**src/rtl/apb_bridge_mux.sv**
```systemverilog
// APB4 bridge: turns one valid/ready MMIO request into a SETUP/ACCESS transfer on the decoded slave.
// Decode misses and ACCESS timeouts complete locally with an error response.
module apb_bridge_mux #(
  parameter int unsigned ADDR_WIDTH = 32,
  parameter int unsigned DATA_WIDTH = 32,
  parameter int unsigned NUM_SLV    = 4,
  parameter logic [NUM_SLV*ADDR_WIDTH-1:0] SLV_BASE = '0,
  parameter logic [NUM_SLV*ADDR_WIDTH-1:0] SLV_MASK = '0,
  parameter int unsigned TIMEOUT    = 255
) (
  input  logic                          clk,
  input  logic                          rst_n,
  input  logic                          req_valid,
  output logic                          req_ready,
  input  logic [ADDR_WIDTH-1:0]         req_addr,
  input  logic                          req_write,
  input  logic [DATA_WIDTH-1:0]         req_wdata,
  input  logic [DATA_WIDTH/8-1:0]       req_strb,
  input  logic [2:0]                    req_prot,
  output logic                          resp_valid,
  input  logic                          resp_ready,
  output logic [DATA_WIDTH-1:0]         resp_rdata,
  output logic                          resp_err,
  output logic [ADDR_WIDTH-1:0]         apb_paddr,
  output logic [2:0]                    apb_pprot,
  output logic                          apb_pwrite,
  output logic [DATA_WIDTH-1:0]         apb_pwdata,
  output logic [DATA_WIDTH/8-1:0]       apb_pstrb,
  output logic                          apb_penable,
  output logic [NUM_SLV-1:0]            apb_psel,
  input  logic [NUM_SLV-1:0]            apb_pready,
  input  logic [NUM_SLV*DATA_WIDTH-1:0] apb_prdata,
  input  logic [NUM_SLV-1:0]            apb_pslverr
);

  typedef enum logic [1:0] {StIdle, StSetup, StAccess, StResp} state_e;

  state_e                  state_q;
  logic [NUM_SLV-1:0]      psel_q;
  logic                    penable_q;
  logic [ADDR_WIDTH-1:0]   paddr_q;
  logic [2:0]              pprot_q;
  logic                    pwrite_q;
  logic [DATA_WIDTH-1:0]   pwdata_q;
  logic [DATA_WIDTH/8-1:0] pstrb_q;
  logic                    resp_valid_q;
  logic                    resp_err_q;
  logic [DATA_WIDTH-1:0]   resp_rdata_q;
  logic [31:0]             cnt_q;

  logic [NUM_SLV-1:0]      hit_sel;
  logic                    hit_any;
  logic                    sel_pready;
  logic                    sel_pslverr;
  logic [DATA_WIDTH-1:0]   sel_prdata;
  logic                    timeout_hit;

  // Priority decode: the first (lowest-index) matching slot claims the request.
  always_comb begin
    hit_sel = '0;
    hit_any = 1'b0;
    for (int unsigned i = 0; i < NUM_SLV; i++) begin
      if (!hit_any && ((req_addr & SLV_MASK[i*ADDR_WIDTH +: ADDR_WIDTH]) ==
                       SLV_BASE[i*ADDR_WIDTH +: ADDR_WIDTH])) begin
        hit_sel[i] = 1'b1;
        hit_any    = 1'b1;
      end
    end
  end

  always_comb begin
    sel_pready  = 1'b0;
    sel_pslverr = 1'b0;
    sel_prdata  = '0;
    for (int unsigned i = 0; i < NUM_SLV; i++) begin
      if (psel_q[i]) begin
        sel_pready  = apb_pready[i];
        sel_pslverr = apb_pslverr[i];
        sel_prdata  = apb_prdata[i*DATA_WIDTH +: DATA_WIDTH];
      end
    end
  end

  assign timeout_hit = (TIMEOUT != 0) && (cnt_q == 32'(TIMEOUT));

  always_ff @(posedge clk or negedge rst_n) begin
    if (!rst_n) begin
      state_q      <= StIdle;
      psel_q       <= '0;
      penable_q    <= 1'b0;
      paddr_q      <= '0;
      pprot_q      <= '0;
      pwrite_q     <= 1'b0;
      pwdata_q     <= '0;
      pstrb_q      <= '0;
      resp_valid_q <= 1'b0;
      resp_err_q   <= 1'b0;
      resp_rdata_q <= '0;
      cnt_q        <= '0;
    end else begin
      unique case (state_q)
        StIdle: begin
          if (req_valid) begin
            paddr_q  <= req_addr;
            pprot_q  <= req_prot;
            pwrite_q <= req_write;
            pwdata_q <= req_wdata;
            pstrb_q  <= req_write ? req_strb : '0;
            if (hit_any) begin
              psel_q  <= hit_sel;
              state_q <= StSetup;
            end else begin
              resp_valid_q <= 1'b1;
              resp_err_q   <= 1'b1;
              resp_rdata_q <= '0;
              state_q      <= StResp;
            end
          end
        end
        StSetup: begin
          penable_q <= 1'b1;
          cnt_q     <= '0;
          state_q   <= StAccess;
        end
        StAccess: begin
          // A pready in the timeout cycle still completes the transfer normally.
          if (sel_pready) begin
            psel_q       <= '0;
            penable_q    <= 1'b0;
            resp_valid_q <= 1'b1;
            resp_err_q   <= sel_pslverr;
            resp_rdata_q <= (pwrite_q || sel_pslverr) ? '0 : sel_prdata;
            state_q      <= StResp;
          end else if (timeout_hit) begin
            psel_q       <= '0;
            penable_q    <= 1'b0;
            resp_valid_q <= 1'b1;
            resp_err_q   <= 1'b1;
            resp_rdata_q <= '0;
            state_q      <= StResp;
          end else begin
            cnt_q <= cnt_q + 32'd1;
          end
        end
        StResp: begin
          if (resp_ready) begin
            resp_valid_q <= 1'b0;
            resp_err_q   <= 1'b0;
            resp_rdata_q <= '0;
            state_q      <= StIdle;
          end
        end
        default: state_q <= StIdle;
      endcase
    end
  end

  assign req_ready   = (state_q == StIdle);
  assign resp_valid  = resp_valid_q;
  assign resp_err    = resp_err_q;
  assign resp_rdata  = resp_rdata_q;
  assign apb_paddr   = paddr_q;
  assign apb_pprot   = pprot_q;
  assign apb_pwrite  = pwrite_q;
  assign apb_pwdata  = pwdata_q;
  assign apb_pstrb   = pstrb_q;
  assign apb_penable = penable_q;
  assign apb_psel    = psel_q;

endmodule
```
**config.mk**
```make
export PLATFORM = sky130hd
export DESIGN_NAME = apb_bridge_mux
export DESIGN_NICKNAME = d
export VERILOG_FILES = /design/src/rtl/apb_bridge_mux.sv
export SDC_FILE = /design/constraint.sdc
export NUM_CORES = 1
export LEC_CHECK = 0
export ABC_AREA = 1
export BUFFER_PORTS_ARGS = -buffer_cell sky130_fd_sc_hd__buf_2
export CORE_MARGIN = 2
export CORE_UTILIZATION = 35
export CTS_CLUSTER_SIZE = 28
export DETAILED_ROUTE_END_ITERATION = 12
export GPL_TIMING_DRIVEN = 1
export SLEW_MARGIN = 0
export SYNTH_ARGS = -nofsm -noshare
export SYNTH_HDL_FRONTEND = slang
export SYNTH_SLANG_ARGS = --single-unit
```
**constraint.sdc**
```tcl
create_clock -name clk -period 4.1 [get_ports clk]
set_input_delay 0.615 -clock clk [delete_from_list [all_inputs] [get_ports clk]]
set_output_delay 0.615 -clock clk [all_outputs]
set_load 0.005 [all_outputs]
```
==> summary.txt <==
Die
  • Core Area: 19400 um^2
  • Row count: 51
  • Die area: 20900 um^2
  • Starting density of the core: 0.357
  • Die height: 145 um
  • Horiz. Die Dim: 145 um
  • Boundary pin count: 324

Synth
  • Fraction of synthesis flops using an asynchronous set or reset pin: 1.00
  • Cell Area, Synth: 6920 um^2
  • Top area cells in the synthesized netlist: dfrtp_1, nand2_1, nand3_1
  • Synth cell types: 26
  • YS warnings: 0
  • Most instantiated cells after synthesis: nand2_1, dfrtp_1, nor2_1
  • Share of the synthesized area in the top cell type: 0.514
  • Predominant post-synthesis flop cell: dfrtp_1
  • Synthesized instance count: 936
  • Flip-flop and latch count after synthesis: 142
  • Part of the Yosys area used for sequential elements: 0.514
  • Mapped Avg Cell Area: 7.39 um^2
  • Post-synth EDFFs: 0
  • Cell taking the most area after synthesis: dfrtp_1
  • Most repeated cell in the gate-level netlist after synthesis: nand2_1

Min path
  • Worst min-delay path category: primary input to async pin

Place
  • Estimated wirelength of the detail-placed design: 12600 um
  • Routability congestion estimate: 0.908
  • Buffers added on ports: 218

Worst setup path
  • Ordered list of cells on the worst path: inv_1 > ha_1 > inv_1 > nand2_1 > nand3_2 > nand3_1 > nand2_1
  • Data arrival time of the worst path: 2.68 ns
  • Element type at the critical path end: flop
  • Worst Setup Path Type: flop to flop
  • Cell type of the slowest stage on the worst timing path: nand3_2
  • Delay of the slowest critical-path stage: 0.59 ns
  • Critical Path RT: 4.40 ns
  • Startpoint of the worst setup timing path: state_q[0]
  • Type of origin of the critical path: flop
  • Number of cells on the worst reg-to-reg path: 7
  • Reg2reg start: state_q[0]
  • Biggest fanout along the worst timing path: 34

STA
  • Worst setup skew after layout: 0.0132 ns
  • Min Clock Period, post-route: 2.38 ns
  • Fmax: 421 MHz
  • RSZ-0062 raised after global routing: no
  • Part of the cycle the worst path needs: 0.580
  • Final hold violation count: 0
  • Final count of pins violating max slew: 0
  • Endpoints failing setup: 0
  • Worst Max-Slew Pin Slew: 1.11 ns
  • Worst hold slack across all endpoints: 0.286 ns
  • Summed negative setup slack over all endpoints: 0 ns
  • Headroom to the max-slew limit: 0.260

Route
  • Vias post-DR: 6292
  • Post-route antenna net violation count: 0
  • DRC: 0
  • Ratio of routed vias to standard cells: 4.43
  • Detailed-route wire length: 18200 um
  • Pre-Repair DR Iteration Count: 5
  • Mean routed wirelength per cell: 12.9 um
  • 1st-iter DRT viols: 315

Pwr
  • Worst supply voltage drop on vdd: 0.327 mV
  • Standby leakage power: 4.89 nW
  • Power per unit of standard cell area: 606 nW/um^2

Global routing
  • Vias in the first global route: 5814
  • Number of antenna violations at the first check in global routing: 2
  • First-pass GRT wire length: 29700 um
  • GRT Resource Usage Total: 0.181
  • Remaining global-route overflow: 0
  • Pin count of the biggest net entering global routing: 99

Clock network
  • Number of gates resized after cts: 0
  • Clock Latency Late Sink: 0.42 ns
  • TritonCTS clock tree: done
  • Total setup buffers inserted after CTS: 0
  • Number of clock buffers inserted by TritonCTS: 17
  • Maximum root-to-sink buffer count: 2
  • Cell at the root of the clock tree: clkbuf_16
  • Number of sinks handled by clock tree synthesis: 142
  • CTS H-tree depth: 4
  • Clock transition at the registers of the reported paths: 0.07 ns
  • Quantity of hold-fixing buffers added after cts: 0

Layout
  • Net count, final: 1355
  • Ratio of cells with drive above 1 in the final layout: 0.238
  • Area taken by multi-input logic gates: 2870 um^2
  • Area occupied by registers: 3550 um^2
  • Number of filler cells placed in the layout: 2014
  • Synthesis-to-finish area growth: 26.7%

Status
  • Result of the run: complete, no violations

Flow run
  • MaxCap Viol Count: 0
final cells by class:
class / instances / share of cell area
inverter: 72 / 0.0308
timing repair buffer: 223 / 0.130
multi-input combinational: 683 / 0.327
clock inverter: 15 / 0.0198
sequential: 142 / 0.406
clock buffer: 17 / 0.0486
tap: 265 / 0.0378
antenna: 2 / 0.000571
layout by cell type, fill, tap and decap left out, types with 3 or more instances in the layout:
cell type	instances
inv_1	70
nand2_1	437
o21ai_0	19
nor2_1	89
nand3_2	3
buf_2	217
conb_1	3
o21ai_1	27
clkbuf_16	17
nand3_1	81
ha_1	4
buf_4	5
clkinv_8	5
inv_6	3
dfrtp_1	142
or2_2	6
inv_8	4
state kept, by name (all words and copies together) (netlist names):
| signal | flops |
|---|---|
| apb_paddr | 32 |
| apb_pwdata | 32 |
| cnt_q | 32 |
| resp_rdata | 32 |
| apb_pstrb | 4 |
| apb_pprot | 3 |
| state_q | 2 |
| apb_penable | 1 |
| apb_psel | 1 |
| apb_pwrite | 1 |
| resp_err | 1 |
| resp_valid | 1 |
routing by layer:
layer	global-route usage	wire, um
met1	0.253	8440
met2	0.265	8070
met3	0.0632	1530
met4	0.0537	205
met5	0	0
cell families (layout without fill, tap and decap cells):
family	after synthesis	in the layout	synth area share
flip-flops	142	142	0.514
buffers and inverters	113	327	0.0733
other	1	5	0.000542
AO/OA/AOI/OAI	48	48	0.0351
AND/OR/NAND/NOR	627	627	0.369
XOR/XNOR	1	1	0.00127
adder cells (fa/ha/maj)	4	4	0.00723
final timing paths:
path	endpoint	slack, ns
max in group asynchronous	cnt_q[7]	2.91
hold reg to reg	resp_rdata[14]	0.47
setup / recovery	resp_rdata[25]	1.72
setup reg to reg	resp_rdata[25]	1.72
hold / removal	apb_paddr[27]	0.29
min in group clk	apb_paddr[11]	0.37
per-stage QoR:
step | instance area (um^2) | utilization | cells | setup WS (ns) | total power (W)
floorplan | 6930 | - | 938 | 2.39 | 0.00318
global placement | 8160 | 0.421 | 1385 | 1.72 | 0.00380
detailed placement | 8160 | 0.421 | 1385 | 1.73 | 0.00382
CTS | 8760 | 0.451 | 1417 | 1.72 | 0.00540
global route | 8760 | 0.452 | 1418 | 1.48 | 0.00575
finish | 8760 | 0.452 | 1419 | 1.72 | 0.00531
report_power, final:
| part | internal (W) | switching (W) | total [W] |
|---|---|---|---|
| registers | 0.00181 | 0.000224 | 0.00204 |
| logic | 0.000609 | 0.00111 | 0.00172 |
| clock network | 0.000821 | 0.000727 | 0.00155 |
| total | 0.00324 | 0.00206 | 0.00531 |
critical path: cells and delay by family (launching register included):
family                   cells  cell delay [ns]
flip-flops                   1             0.40
buffers and inverters        2             0.24
adder cells (fa/ha/maj)      1             0.58
AND/OR/NAND/NOR              4             1.05
No activity file was read; power rests on OpenSTA's default activity.
